File: config.mk
export PLATFORM = sky130hd
export DESIGN_NAME = trng_conditioner
export DESIGN_NICKNAME = d
export VERILOG_FILES = /design/src/rtl/trng_pkg.sv /design/src/rtl/bit_sync.sv /design/src/rtl/trng_conditioner.sv
export SDC_FILE = /design/constraint.sdc
export NUM_CORES = 1
export LEC_CHECK = 0
export ABC_AREA = 1
export CORE_UTILIZATION = 56
export DETAILED_ROUTE_END_ITERATION = 7
export PLACE_DENSITY = 0.78
export RECOVER_POWER = 50
export REMOVE_ABC_BUFFERS = 1
export SLEW_MARGIN = 40
export SYNTH_ARGS = -nofsm -noshare
export SYNTH_HDL_FRONTEND = slang
export SYNTH_SLANG_ARGS = --single-unit
File: constraint.sdc
create_clock -name clk -period 1.8 [get_ports clk]
set_input_delay 0.27 -clock clk [delete_from_list [all_inputs] [get_ports clk]]
set_output_delay 0.27 -clock clk [all_outputs]
set_load 0.01 [all_outputs]
File: src/rtl/trng_pkg.sv
// rtl/trng_pkg.sv - shared types, defaults and helpers for the TRNG conditioner
//
// Purpose: corrector state encoding, default parameter values and the
// bit-count width helper used by trng_conditioner and bit_sync.
// Optional feature macro used by the block: TRNG_HEALTH_EN.
package trng_pkg;

    typedef enum logic {
        VN_IDLE = 1'b0,
        VN_HALF = 1'b1
    } vn_state_t;

    localparam int TRNG_SYNC_STAGES = 2;
    localparam int TRNG_SAMPLE_DIV  = 4;
    localparam int TRNG_WIDTH       = 8;
    localparam int TRNG_REP_LIMIT   = 32;

    // The bit count has to reach WIDTH itself (a full word that is waiting
    // for the output slot), so it needs one more code than WIDTH-1.
    function automatic int trng_cnt_width(input int width);
        return $clog2(width + 1);
    endfunction

endpackage

File: src/rtl/bit_sync.sv
// rtl/bit_sync.sv - multi-flop synchroniser for one asynchronous bit
//
// Purpose: brings an asynchronous single-bit signal into the clk domain.
// Ports:
//   clk    in   clock
//   rst_n  in   asynchronous active-low reset, clears the chain
//   d      in   asynchronous input bit
//   q      out  synchronised bit (last stage of the chain)
module bit_sync
    import trng_pkg::*;
#(
    parameter int STAGES = TRNG_SYNC_STAGES
) (
    input  logic clk,
    input  logic rst_n,
    input  logic d,
    output logic q
);

    logic [STAGES-1:0] chain;

    always_ff @(posedge clk or negedge rst_n) begin
        if (!rst_n) begin
            chain <= '0;
        end else begin
            chain <= {chain[STAGES-2:0], d};
        end
    end

    assign q = chain[STAGES-1];

endmodule

File: src/rtl/trng_conditioner.sv
// rtl/trng_conditioner.sv - ring-oscillator bit to conditioned random words
//
// Purpose: synchronise rnd_raw, decimate it by SAMPLE_DIV, debias with a
// von Neumann corrector, pack into WIDTH-bit words and present them on a
// valid/ready output. Optional repetition-count health test when the
// macro TRNG_HEALTH_EN is defined; otherwise health_fail is tied low.
// Ports:
//   clk          in   system clock
//   rst_n        in   asynchronous active-low reset
//   en           in   block enable; low synchronously clears the datapath
//   rnd_raw      in   raw ring-oscillator bit, asynchronous to clk
//   out_ready    in   consumer takes the word when out_valid && out_ready
//   out_valid    out  out_data holds an unconsumed word
//   out_data     out  conditioned random word, first emitted bit at MSB
//   health_fail  out  sticky health-test failure flag
module trng_conditioner
    import trng_pkg::*;
#(
    parameter int SYNC_STAGES = TRNG_SYNC_STAGES,
    parameter int SAMPLE_DIV  = TRNG_SAMPLE_DIV,
    parameter int WIDTH       = TRNG_WIDTH,
    parameter int REP_LIMIT   = TRNG_REP_LIMIT
) (
    input  logic             clk,
    input  logic             rst_n,
    input  logic             en,
    input  logic             rnd_raw,
    input  logic             out_ready,
    output logic             out_valid,
    output logic [WIDTH-1:0] out_data,
    output logic             health_fail
);

    localparam int             CW       = trng_cnt_width(WIDTH);
    localparam logic [7:0]     DIV_LAST = 8'(SAMPLE_DIV - 1);
    localparam logic [CW-1:0]  CNT_FULL = CW'(WIDTH);
    localparam logic [CW-1:0]  CNT_LAST = CW'(WIDTH - 1);

    logic             samp_bit;
    logic [7:0]       div_cnt;
    logic             strobe;
    vn_state_t        vn_state;
    logic             first;
    logic             emit;
    logic             emit_bit;
    logic [WIDTH-1:0] shreg;
    logic [WIDTH-1:0] shifted;
    logic [CW-1:0]    bit_cnt;
    logic             word_full;
    logic             slot_free;
    logic             health_block;
    logic             load_full;
    logic             load_direct;
    logic             load;
    logic [WIDTH-1:0] load_data;

    // The synchroniser is deliberately outside the en clear so that the
    // chain already holds valid samples when the block is re-enabled.
    bit_sync #(
        .STAGES (SYNC_STAGES)
    ) u_sync (
        .clk   (clk),
        .rst_n (rst_n),
        .d     (rnd_raw),
        .q     (samp_bit)
    );

    // Sample divider
    always_ff @(posedge clk or negedge rst_n) begin
        if (!rst_n) begin
            div_cnt <= '0;
        end else if (!en || div_cnt == DIV_LAST) begin
            div_cnt <= '0;
        end else begin
            div_cnt <= div_cnt + 8'd1;
        end
    end

    assign strobe = en && (div_cnt == DIV_LAST);

    // Von Neumann corrector: an unequal pair emits its first bit
    always_ff @(posedge clk or negedge rst_n) begin
        if (!rst_n) begin
            vn_state <= VN_IDLE;
            first    <= 1'b0;
        end else if (!en) begin
            vn_state <= VN_IDLE;
            first    <= 1'b0;
        end else if (strobe) begin
            case (vn_state)
                VN_IDLE: begin
                    first    <= samp_bit;
                    vn_state <= VN_HALF;
                end
                default: vn_state <= VN_IDLE;
            endcase
        end
    end

    assign emit     = strobe && (vn_state == VN_HALF) && (samp_bit != first);
    assign emit_bit = first;

`ifdef TRNG_HEALTH_EN
    localparam int            RW      = $clog2(REP_LIMIT + 1);
    localparam logic [RW-1:0] REP_MAX = RW'(REP_LIMIT);

    logic [RW-1:0] run_cnt;
    logic [RW-1:0] run_next;
    logic          prev_samp;
    logic          hf;

    // run_cnt == 0 means no sample seen since reset/enable.
    always_comb begin
        run_next = run_cnt;
        if (run_cnt == '0 || samp_bit != prev_samp) begin
            run_next = RW'(1);
        end else if (run_cnt != REP_MAX) begin
            run_next = run_cnt + RW'(1);
        end
    end

    always_ff @(posedge clk or negedge rst_n) begin
        if (!rst_n) begin
            run_cnt   <= '0;
            prev_samp <= 1'b0;
            hf        <= 1'b0;
        end else if (!en) begin
            run_cnt   <= '0;
            prev_samp <= 1'b0;
            hf        <= 1'b0;
        end else if (strobe) begin
            run_cnt   <= run_next;
            prev_samp <= samp_bit;
            if (run_next == REP_MAX) begin
                hf <= 1'b1;
            end
        end
    end

    assign health_fail  = hf;
    assign health_block = hf;
`else
    // REP_LIMIT only matters when the repetition test is built in.
    logic unused_rep_limit;
    assign unused_rep_limit = ^REP_LIMIT;
    assign health_fail      = 1'b0;
    assign health_block     = 1'b0;
`endif

    // Word hand-off. A word completing on the current emit goes straight
    // to the output (one-cycle latency); a word that had to wait in the
    // shift register (bit_cnt == WIDTH) goes out as soon as the slot frees.
    assign shifted     = {shreg[WIDTH-2:0], emit_bit};
    assign word_full   = (bit_cnt == CNT_FULL);
    assign slot_free   = !out_valid || out_ready;
    assign load_full   = word_full && slot_free && !health_block;
    assign load_direct = !word_full && emit && (bit_cnt == CNT_LAST)
                         && slot_free && !health_block;
    assign load        = load_full || load_direct;
    assign load_data   = load_full ? shreg : shifted;

    always_ff @(posedge clk or negedge rst_n) begin
        if (!rst_n) begin
            shreg   <= '0;
            bit_cnt <= '0;
        end else if (!en) begin
            shreg   <= '0;
            bit_cnt <= '0;
        end else if (load_full) begin
            // The waiting word leaves; a bit emitted in the same cycle
            // starts the next word instead of being lost.
            if (emit) begin
                shreg   <= shifted;
                bit_cnt <= CW'(1);
            end else begin
                bit_cnt <= '0;
            end
        end else if (word_full) begin
            // Full and blocked: drop new bits, never overwrite.
            bit_cnt <= bit_cnt;
        end else if (emit) begin
            shreg   <= shifted;
            bit_cnt <= load_direct ? '0 : bit_cnt + CW'(1);
        end
    end

    always_ff @(posedge clk or negedge rst_n) begin
        if (!rst_n) begin
            out_valid <= 1'b0;
            out_data  <= '0;
        end else if (!en) begin
            out_valid <= 1'b0;
        end else if (load) begin
            out_valid <= 1'b1;
            out_data  <= load_data;
        end else if (out_ready) begin
            out_valid <= 1'b0;
        end
    end

endmodule

* Yosys cells after proc, flatten, opt, wreduce, memory -nomap -nowiden
Cells that the tools add are included.
Storage, ports and cells: register bits 33, bits in latches 0, RAM bits 0, memory bits (read-only) 0, bits of input ports 5, word-level logic and storage cells 56, memories kept 0
Cells by class: add/sub/neg operators 2, multipliers 0, div/mod/pow operators 0, magnitude comparators 0, equal/unequal tests 9, shift operators 0, muxes and demuxes 21, bitwise gates (word level) 0, reduce and logical (&&, ||, !) cells 16
Operators with widths (count):
- $mux 8 | 6
- $mux 4 | 5
- $mux 1 | 10
- $add 8x1->8 const B | 1
- $eq 8x2->1 const B | 1
- $logic_and 1x1->1 | 7
- $ne 3x1->1 const B | 2
- $reduce_and 2->1 | 3
- $add 4x1->4 const B | 1
- $eq 4x3->1 const B | 1
- $eq 4x4->1 const B | 1
- $logic_not 1->1 | 3
- $logic_or 1x1->1 | 3
- $ne 3x2->1 const B | 1
- $ne 2x1->1 const B | 1
- $ne 2x2->1 const B | 1
- $ne 1x1->1 | 1

* Depth between registers and ports, before layout
word-level depth 12, gate-level depth with buffers 11, depth with buffers taken out 10

* Hierarchy
Synthesis repeated with hierarchy kept, for this count alone.
Unflattened totals: cell total of the unflattened synthesis 189, area total of the unflattened synthesis 1600.3 um2
Modules (own cells, without submodules):
- trng_conditioner | instances 1, cells an instance 187, area each 1550.2 um2, sequential area each 775.7 um2
- bit_sync | instances 1, cells an instance 2, area each 50.0 um2, sequential area each 50.0 um2

* Worst setup path after synthesis
OpenSTA, ideal clock, no wires.
kind flip-flop to flip-flop, start register div_cnt[0], end register out_data[7], data arrival time 1.421 ns, data required time 1.677 ns, path slack 0.255 ns, cell stages (with the launch flop) 12, path buffers 1, cells stage by stage dfrtp_1 > ha_1 > inv_1 > nor2_1 > nand2_1 > nor2_2 > nand3_1 > nand2_2 > nand2_2 > buf_6 > nand2_1 > o21ai_2
On the way: longest elaborated chain between the ends 9
RTL lines:
- start, declared | line trng_conditioner.sv:40 | logic [7:0] div_cnt;
- start signal, assigned | line trng_conditioner.sv:75 | div_cnt <= div_cnt + 8'd1;
- $eq 8x2->1 | line trng_conditioner.sv:79 | assign strobe = en && (div_cnt == DIV_LAST);
- $logic_and 1x1->1 | line trng_conditioner.sv:79
- $logic_and 1x1->1 (2 in series) | line trng_conditioner.sv:100 | assign emit = strobe && (vn_state == VN_HALF) && (samp_bit != first);
- $logic_and 1x1->1 (2 in series) | line trng_conditioner.sv:157 | assign load_direct = !word_full && emit && (bit_cnt == CNT_LAST)
- $logic_and 1x1->1 | line trng_conditioner.sv:158 | && slot_free && !health_block;
- $logic_or 1x1->1 | line trng_conditioner.sv:159 | assign load = load_full || load_direct;
- $reduce_and 2->1 (no line)
- end signal, assigned | line trng_conditioner.sv:195 | out_data <= load_data;
- end, declared | line trng_conditioner.sv:30 | output logic [WIDTH-1:0] out_data,
No other way between the ends. A chain may end at the register's enable or synchronous reset.

* Worst setup path in the final report
start register bit_cnt[0], end register out_data[4]
On the way: longest elaborated chain between the ends 7, elaborated cells on any way between the ends 10
RTL lines:
- start, declared | line trng_conditioner.sv:48 | logic [CW-1:0] bit_cnt;
- start signal, assigned | line trng_conditioner.sv:180 | bit_cnt <= bit_cnt;
- start signal, assigned | line trng_conditioner.sv:183 | bit_cnt <= load_direct ? '0 : bit_cnt + CW'(1);
- $eq 4x4->1 | line trng_conditioner.sv:154 | assign word_full = (bit_cnt == CNT_FULL);
- $logic_not 1->1 | line trng_conditioner.sv:157
- $logic_and 1x1->1 (2 in series) | line trng_conditioner.sv:157
- $logic_and 1x1->1 | line trng_conditioner.sv:158
- $logic_or 1x1->1 | line trng_conditioner.sv:159
- $reduce_and 2->1 (no line)
Parallel ways exist; a longest one is shown, timed or not.

==> out/metrics.json <==
{
  "outcome": {"value": "finished clean"},
  "grt_start_max_net_pins": {"value": 34},
  "path_delay_family": {"value": "flip-flops"},
  "routabilityCongestion": {"value": 0.837},
  "post-route-drc-count": {"value": 0},
  "clock-sinks": {"value": 33},
  "yosysWarnings": {"value": 0},
  "ctsLongestPathBuffers": {"value": 2},
  "critical_path_class": {"value": "flip-flop to flip-flop"},
  "timing.final.crit_share": {"value": 92.0, "unit": "%"},
  "ys_ff_latch": {"value": 33},
  "htreeDepth": {"value": 2},
  "grt_pass1_wl": {"value": 4970, "unit": "um"},
  "design_power_total": {"value": 0.00141, "unit": "W"},
  "synthesis.area": {"value": 0.00159, "unit": "sq mm"},
  "final_net_count": {"value": 215},
  "fin_cells": {"value": 238},
  "via_count_of_the_first_global_routing_pass": {"value": 1208},
  "mostFrequentLayoutCell": {"value": "sky130_fd_sc_hd__nand2_1"},
  "synth-seq-area-share": {"value": 52.1, "unit": "%"},
  "fraction_of_the_mapped_netlist_area_in_compound_gates": {"value": 12.4, "unit": "%"},
  "drt.antenna.violating_nets": {"value": 0},
  "fmax": {"value": 604, "unit": "MHz"},
  "totalWireLength": {"value": 2810, "unit": "um"},
  "cp_data_required_time": {"value": 2.04, "unit": "ns"},
  "design.portCount": {"value": 15},
  "insertion_delay": {"value": 0.35, "unit": "ns"},
  "timing.critical_path.from_type": {"value": "flip-flop"},
  "avgViaCountPerCell": {"value": 5.22},
  "cts_root_buf": {"value": "sky130_fd_sc_hd__clkbuf_4"},
  "placement.setup.worst_slack": {"value": -0.00437, "unit": "ns"},
  "power_density": {"value": 757, "unit": "mW/mm^2"},
  "cts_tree": {"value": "built"},
  "setup_viol": {"value": 0},
  "worst-path-max-fanout": {"value": 17},
  "maxCapViolCount": {"value": 0},
  "drt_pre_antenna_iters": {"value": 4},
  "core.rowCount": {"value": 18},
  "timing_worst_slew_pin_value": {"value": 0.773, "unit": "ns"},
  "average_wire_per_cell_in_the_routed_design": {"value": 11.8, "unit": "um"},
  "synth.lib_cells_used.distinct": {"value": 22},
  "post_cts.repair.setup_buffers": {"value": 0},
  "adder_and_majority_cell_fraction_of_the_synthesized_area": {"value": 2.37, "unit": "%"},
  "place_hpwl": {"value": 2050, "unit": "um"},
  "count_of_mapped_cells_out_of_synthesis": {"value": 185},
  "skew": {"value": 0.00361, "unit": "ns"},
  "holdWs": {"value": 0.358, "unit": "ns"},
  "place_inst": {"value": 230},
  "core_area": {"value": 0.00257, "unit": "sq mm"},
  "post-route-min-period": {"value": 1.66, "unit": "ns"},
  "slew_violations": {"value": 0},
  "initialDrtViolationCount": {"value": 37},
  "synth_xor_xnor_area_share": {"value": 2.21, "unit": "%"},
  "cts-buffers-inserted": {"value": 5},
  "overall_via_count_from_detail_route": {"value": 1242},
  "slew_headroom": {"value": 48.5, "unit": "%"},
  "timing.critical_path.arrival": {"value": 1.90, "unit": "ns"},
  "grt_remaining_overflow": {"value": 0},
  "hp-class": {"value": "flip-flop to flip-flop"},
  "combinational_family_with_the_most_area_after_synthesis": {"value": "simple AND/OR/NAND/NOR gates"},
  "post_synth_mux_area_share": {"value": 0, "unit": "%"},
  "synth_top_cells_by_area": {"value": "sky130_fd_sc_hd__dfrtp_1, sky130_fd_sc_hd__nand2_1, sky130_fd_sc_hd__inv_1"},
  "layout.cells.most_common_list": {"value": "sky130_fd_sc_hd__nand2_1, sky130_fd_sc_hd__dfrtp_1, sky130_fd_sc_hd__inv_1"},
  "critPathSlowestCell": {"value": "sky130_fd_sc_hd__dfrtp_1"},
  "cp-end-kind": {"value": "flip-flop"},
  "vdd.ir_drop.worst": {"value": 0.812, "unit": "mV"},
  "synth_top_cell_by_area": {"value": "sky130_fd_sc_hd__dfrtp_1"},
  "die_w": {"value": 55.2, "unit": "um"},
  "post_cts_hold_buffer_count": {"value": 0},
  "number_of_hold_violations_in_the_final_report": {"value": 0},
  "crit_buf_inv": {"value": 2},
  "yosys.area.top_type_share": {"value": 52.1, "unit": "%"},
  "avgSynthCellArea": {"value": 8.57, "unit": "sq um"},
  "postLayoutSetupSlackWorst": {"value": 0.144, "unit": "ns"},
  "track_usage": {"value": 21.2, "unit": "%"},
  "simple_gate_portion_of_the_synthesized_area": {"value": 22.7, "unit": "%"},
  "floorplan.initialDensity": {"value": 61.7, "unit": "%"},
  "floorplan.die_area": {"value": 0.00305, "unit": "sq mm"},
  "static-leakage-power": {"value": 0.925, "unit": "nW"},
  "clk_pin_slew": {"value": 0.11, "unit": "ns"},
  "portBuffers": {"value": 13},
  "final_layout_size_suffix_gt1_share": {"value": 14.4, "unit": "%"},
  "postLayoutCoreUtil": {"value": 72.4, "unit": "%"},
  "synthToLayoutAreaGrowth": {"value": 17.3, "unit": "%"},
  "timing.critical_path.slowest_cell_delay": {"value": 0.43, "unit": "ns"},
  "antenna_cells": {"value": 0},
  "chipHeight": {"value": 55.2, "unit": "um"},
  "critical_path.cell_chain": {"value": "inv_1, ha_1, nand2_1, nor2_1, nand2_2, buf_4, o21ai_0, o21ai_2"},
  "number_of_antenna_violations_at_the_first_check_in_global_routing": {"value": 0}
}
final timing paths:
path                                 start              end  slack, ns  cells past startpoint
min in group asynchronous            rst_n      out_data[2]       0.52                      2
max                             bit_cnt[0]      out_data[4]       0.14                      8
max in group asynchronous            rst_n         vn_state       0.80                      2
max reg2reg                     bit_cnt[0]      out_data[4]       0.14                      8
min reg2reg                u_sync.chain[0]  u_sync.chain[1]       0.36                      0
min                        u_sync.chain[0]  u_sync.chain[1]       0.36                      0
sequential cells by signal, indices dropped and copies added (netlist names):
| signal | count |
|---|---|
| bit_cnt | 4 |
| div_cnt | 8 |
| emit_bit | 1 |
| out_data | 8 |
| out_valid | 1 |
| shreg | 8 |
| u_sync.chain | 2 |
| vn_state | 1 |
cells by family (layout without fill, tap and decap cells):
logic type      after synthesis  in the layout
compound gates               31             31
fa+ha+maj                     3              3
buf+inv                      29             52
other cells                   1              1
simple gates                 84             84
flops                        33             33
xor+xnor                      4              4
synthesized netlist by cell type, drive strengths merged:
master and number:
xor2 3, conb 1, nand4 4, o22ai 9, clkbuf 2, ha 3
nor2 24, inv 24, nand2 45, buf 3, nand3 9, nand3b 1
o21ai 19, nor3b 1, xnor2 1, dfrtp 33, a21oi 3
metrics by stage:
stage	setup TNS [ns]	instance area [sq um]
final	0	1860
after global routing	-0.00544	1860
after CTS	0	1850
after detailed placement	-0.00437	1770
after global placement	0	1770
after floorplan	0	1550
report_power, final:
group	switching [W]	total, W	internal [W]
clock network	0.000272	0.000566	0.000294
logic	0.0000508	0.0000803	0.0000294
registers	0.00000814	0.000761	0.000753
total	0.000331	0.00141	0.00108
worst reg2reg max path, delay by kind of cell, from the launching register on:
family / cells / cell delay, ns
AO/OA/AOI/OAI: 2 / 0.35
AND/OR/NAND/NOR: 3 / 0.32
adder cells (fa/ha/maj): 1 / 0.15
flip-flops: 1 / 0.43
buffers and inverters: 2 / 0.30
repair_timing:
action | 4_1_cts | 5_1_grt
endpoints found under the setup margin | 0 | 11
hold endpoints to repair | 0 | 0
resized for setup | 0 | 6
cell type report:
cell class                      count  area, sq um
Sequential cell                    33          826
Fill cell                         206          708
Multi-Input combinational cell    123          642
Timing Repair Buffer               20          180
Inverter                           24         90.1
Clock inverter                      3         46.3
Clock buffer                        5         37.5
Tap cell                           30         37.5
metal layers:
layer	part of all wire, %	GRT usage (%)
met3	4.7	7.03
met2	47	34.8
met1	46	24.8
met4	2.7	10.7
met5	0	0
(Power assumes the default switching activity.)
